## src/rtl/stage_sequencer.sv

```systemverilog
// stage_sequencer: game-flow FSM for a Gold Miner session.
// Walks title -> arm -> play -> pass/fail/win banners, owns the level
// controller's enable/cycleLevel handshake and selects the screen to draw.
module stage_sequencer #(
    parameter int unsigned NUM_LEVELS  = 3,
    parameter int unsigned LEVEL_W     = 4,
    parameter int unsigned BANNER_SECS = 3
) (
    input  logic               clk,
    input  logic               resetN,
    input  logic               startKey,
    input  logic               oneSecPulse,
    input  logic               stagePassed,
    input  logic               stageFailed,
    input  logic               lastLevelEnded,
    output logic               levelEnable,
    output logic               cycleLevel,
    output logic [LEVEL_W-1:0] levelIndex,
    output logic [2:0]         screenSel,
    output logic               gameOver,
    output logic               gameWon
);

    localparam int unsigned CNT_W = $clog2(BANNER_SECS + 1);
    localparam logic [LEVEL_W-1:0] LAST_LEVEL = LEVEL_W'(NUM_LEVELS - 1);
    localparam logic [CNT_W-1:0]   BANNER_LOAD = CNT_W'(BANNER_SECS);

    localparam logic [2:0] SCR_TITLE = 3'd0;
    localparam logic [2:0] SCR_PLAY  = 3'd1;
    localparam logic [2:0] SCR_PASS  = 3'd2;
    localparam logic [2:0] SCR_FAIL  = 3'd3;
    localparam logic [2:0] SCR_WIN   = 3'd4;

    typedef enum logic [2:0] {
        S_TITLE = 3'd0,
        S_ARM   = 3'd1,
        S_PLAY  = 3'd2,
        S_PASS  = 3'd3,
        S_FAIL  = 3'd4,
        S_WIN   = 3'd5
    } state_t;

    state_t             state;
    state_t             state_next;
    logic [CNT_W-1:0]   banner_cnt;
    logic [CNT_W-1:0]   banner_next;
    logic [LEVEL_W-1:0] level_next;
    logic               cycle_next;
    logic               start_d;
    logic               start_edge;
    logic               enable_next;
    logic [2:0]         screen_next;
    logic               over_next;
    logic               won_next;

    // Start key is a level; only a fresh press may start a game.
    assign start_edge = startKey & ~start_d;

    // Next-state, banner countdown and level bookkeeping.
    always_comb begin
        state_next  = state;
        banner_next = banner_cnt;
        level_next  = levelIndex;
        cycle_next  = 1'b0;
        case (state)
            S_TITLE: begin
                if (start_edge) begin
                    level_next = '0;
                    state_next = S_ARM;
                end
            end
            S_ARM: begin
                // One idle cycle so the level controller sees enable rise.
                state_next = S_PLAY;
            end
            S_PLAY: begin
                if (stageFailed) begin
                    state_next  = S_FAIL;
                    banner_next = BANNER_LOAD;
                end else if (stagePassed && ((levelIndex == LAST_LEVEL) || lastLevelEnded)) begin
                    state_next  = S_WIN;
                    banner_next = BANNER_LOAD;
                end else if (stagePassed) begin
                    state_next  = S_PASS;
                    banner_next = BANNER_LOAD;
                end
            end
            S_PASS, S_FAIL, S_WIN: begin
                if (oneSecPulse) begin
                    if (banner_cnt == CNT_W'(1)) begin
                        banner_next = '0;
                        if (state == S_PASS) begin
                            // PASS is never entered on the last level, so no wrap.
                            level_next = (levelIndex == LAST_LEVEL) ? levelIndex
                                                                    : levelIndex + LEVEL_W'(1);
                            cycle_next = 1'b1;
                            state_next = S_ARM;
                        end else begin
                            state_next = S_TITLE;
                        end
                    end else begin
                        banner_next = banner_cnt - CNT_W'(1);
                    end
                end
            end
            default: begin
                state_next  = S_TITLE;
                banner_next = '0;
            end
        endcase
    end

    // Screen/enable decode of the upcoming state, registered so outputs track the state register.
    always_comb begin
        enable_next = 1'b0;
        screen_next = SCR_TITLE;
        over_next   = 1'b0;
        won_next    = 1'b0;
        case (state_next)
            S_TITLE: screen_next = SCR_TITLE;
            S_ARM:   screen_next = SCR_PLAY;
            S_PLAY: begin
                screen_next = SCR_PLAY;
                enable_next = 1'b1;
            end
            S_PASS:  screen_next = SCR_PASS;
            S_FAIL: begin
                screen_next = SCR_FAIL;
                over_next   = 1'b1;
            end
            S_WIN: begin
                screen_next = SCR_WIN;
                won_next    = 1'b1;
            end
            default: screen_next = SCR_TITLE;
        endcase
    end

    // State, counters and registered outputs; synchronous active-high reset.
    always_ff @(posedge clk) begin
        if (resetN) begin
            state       <= S_TITLE;
            banner_cnt  <= '0;
            levelIndex  <= '0;
            cycleLevel  <= 1'b0;
            start_d     <= 1'b1;
            levelEnable <= 1'b0;
            screenSel   <= SCR_TITLE;
            gameOver    <= 1'b0;
            gameWon     <= 1'b0;
        end else begin
            state       <= state_next;
            banner_cnt  <= banner_next;
            levelIndex  <= level_next;
            cycleLevel  <= cycle_next;
            start_d     <= startKey;
            levelEnable <= enable_next;
            screenSel   <= screen_next;
            gameOver    <= over_next;
            gameWon     <= won_next;
        end
    end

endmodule
```

## config.mk

```make
export PLATFORM = sky130hd
export DESIGN_NAME = stage_sequencer
export DESIGN_NICKNAME = d
export VERILOG_FILES = /design/src/rtl/stage_sequencer.sv
export SDC_FILE = /design/constraint.sdc
export NUM_CORES = 1
export LEC_CHECK = 0
export BUFFER_PORTS_ARGS = -buffer_cell sky130_fd_sc_hd__buf_4
export CAP_MARGIN = 40
export CORE_ASPECT_RATIO = 1.5
export CORE_UTILIZATION = 36
export CTS_CLUSTER_DIAMETER = 100
export DETAILED_ROUTE_END_ITERATION = 7
export PLACE_DENSITY_LB_ADDON = 0.3
export SYNTH_ARGS = -nofsm -noshare
export SYNTH_HDL_FRONTEND = slang
export SYNTH_SLANG_ARGS = --single-unit
```

## constraint.sdc

```tcl
create_clock -name clk -period 1.6 [get_ports clk]
set_input_delay 0.4 -clock clk [delete_from_list [all_inputs] [get_ports clk]]
set_output_delay 0.4 -clock clk [all_outputs]
set_load 0.005 [all_outputs]
```

==> results.json <==
{
  "max_slew.worst_pin.slew_ns": 0.4349,
  "io_buffers": 17,
  "power_density_nw_per_um2": 724.0,
  "finalNetCount": 126,
  "wirelength_um": 1708,
  "skew_ns": 0.003316,
  "cts_buffers": 3,
  "track_usage_pct": 16.47,
  "finalSetupViolations": 0,
  "dieArea_um2": 2377,
  "drt_first_pass_iters": 4,
  "grt_pass1_vias": 652,
  "grt_pass1_wl_um": 2670,
  "die_h_um": 59.22,
  "dr_total_vias": 699,
  "clockBufferDepth": 2,
  "dp.cells": 131,
  "cp_cell_sequence": "or3_4, or3b_4, nand3_4, nor3b_2, a21o_1",
  "antenna_left": 0,
  "num_rows": 20,
  "htreeDepth": 1,
  "hpwl_um": 1233,
  "relSlewSlack_pct": 70.81,
  "period_minus_slack_ns": 1.580,
  "max_freq_mhz": 632.8,
  "cpMaxStageDelayCell": "or3b_4",
  "vdd_drop_max_mv": 0.3533,
  "antenna_cells": 0,
  "rsz0062_at_grt": "true",
  "finalCritPeriodShare_pct": 98.77,
  "syn2layout_area_growth_pct": 36.47,
  "worstPathArrival_ns": 1.77,
  "start_kind": "register",
  "yosysSeqAreaShare_pct": 40.76,
  "clock_latency_ns": 0.29,
  "gp_congestion": 0.8224,
  "tns_ns": 0,
  "holdBufCountCts": 0,
  "drtIter0Drc": 22,
  "core_region_area_um2": 2052,
  "crit_buf_inv": 0,
  "drv_slew": 0,
  "initial_utilization_pct": 38.29,
  "final_cell_mix": "buf_4, dfxtp_1, nor2_1",
  "cp.required_ns": 1.79,
  "antenna_found_initial": 0,
  "crit_family": "simple AND/OR/NAND/NOR gates",
  "synth_edf_count": 0,
  "viasPerCell": 5.102,
  "worstHoldPathType": "in -> reg",
  "stdcell_count": 137,
  "hold_viol": 0,
  "overflow": 0,
  "end_kind": "register",
  "final_common_cell": "buf_4",
  "cp_max_fo": 4,
  "avgSynthCellArea_um2": 9.032,
  "io_pins": 18,
  "cts_sinks": 16,
  "drive_gt1_share_pct": 35.65,
  "routedWlPerCell_um": 12.47,
  "cts_tree": "yes",
  "syn-cell-area_um2": 785.8,
  "maxCapViolCount": 0,
  "die_w_um": 40.15,
  "grt_max_degree": 13,
  "slowest_delay_ns": 0.44,
  "cts.reportedPaths.clkPinSlew_ns": 0.09,
  "status": "completed",
  "async_flop_share_pct": 0,
  "ys.flop_type": "dfxtp_1",
  "drc": 0,
  "synth_cell_types": 34,
  "power.total_w": 0.0007763,
  "cts_root_buf": "clkbuf_4",
  "yosysWarningCount": 0,
  "leakage_nw": 0.4681,
  "syn_inst": 87,
  "mappedNetlistNets": 97,
  "synth_seq_cells": 16,
  "critPathKind": "reg -> reg"
}
==> cell usage after synthesis, drive strengths merged (3+ instances only) <==
master / count / area share [%]
a21oi: 4 / 2.5
dfxtp: 16 / 41
ha: 3 / 4.8
inv: 4 / 1.9
nand2: 3 / 1.4
nand3: 4 / 3.2
nor2: 8 / 3.8
nor2b: 7 / 5.6
nor3: 5 / 3.2
nor3b: 3 / 3.5
o21ai: 4 / 2.5
==> sequential cells by signal, indices dropped and copies added, names as in the netlist <==
signal,flops
gameOver,1
levelIndex,4
start_d,1
cycleLevel,1
state,3
screenSel,2
banner_cnt,2
gameWon,1
levelEnable,1
==> metrics by stage <==
stage	setup WS (ns)	util [%]	hold WS [ns]	instance area, um2
2_1_floorplan	0.04547	-	0.4437	785.8
3_3_place_gp	0.03125	48.05	0.4621	985.9
3_5_place_dp	0.01242	48.05	0.4629	985.9
4_1_cts	0.01030	49.82	0.3129	1022
5_1_grt	-0.02041	52.26	0.3151	1072
6_report	0.01963	52.26	0.3078	1072
==> per-layer routing <==
metal	vias to the layer above	routed length, um	global-route usage, %
met2	17	840	26.04
met4	0	40	10.84
met1	312	761	19.67
li1	365	-	-
met5	-	0	0
met3	5	65	2.256
==> logic make-up after synthesis <==
group                    synth area share, %
XOR/XNOR                               3.345
buffers and inverters                  3.822
adder cells (fa/ha/maj)                4.778
AO/OA/AOI/OAI                          14.97
flip-flops                             40.76
AND/OR/NAND/NOR                        32.32
==> timing repair <==
action	4_1_cts	5_1_grt
hold endpoints to repair	0	0
endpoints found under the setup margin	0	5
resized for setup	0	6
setup buffers	0	2
==> where the power goes <==
part	internal, W	switching, W
logic	0.0000480	0.0000433
clock network	0.000139	0.000135
registers	0.000407	0.00000368
total	0.000594	0.000182
==> final cells by class <==
type                            count  area (um2)
Inverter                            4       15.01
Sequential cell                    16       320.3
Timing Repair Buffer               27       202.7
Tap cell                           22       27.53
Fill cell                         204       979.7
Multi-Input combinational cell     64       470.5
Clock buffer                        4       36.28
==> worst paths after layout <==
check	start	to	slack [ns]	cells past startpoint
min reg2reg	banner_cnt[1]	banner_cnt[1]	0.48	2
min	startKey	start_d	0.31	2
max	state[2]	screenSel[1]	0.02	5
max reg2reg	state[2]	screenSel[1]	0.02	5
(Power assumes the default switching activity.)
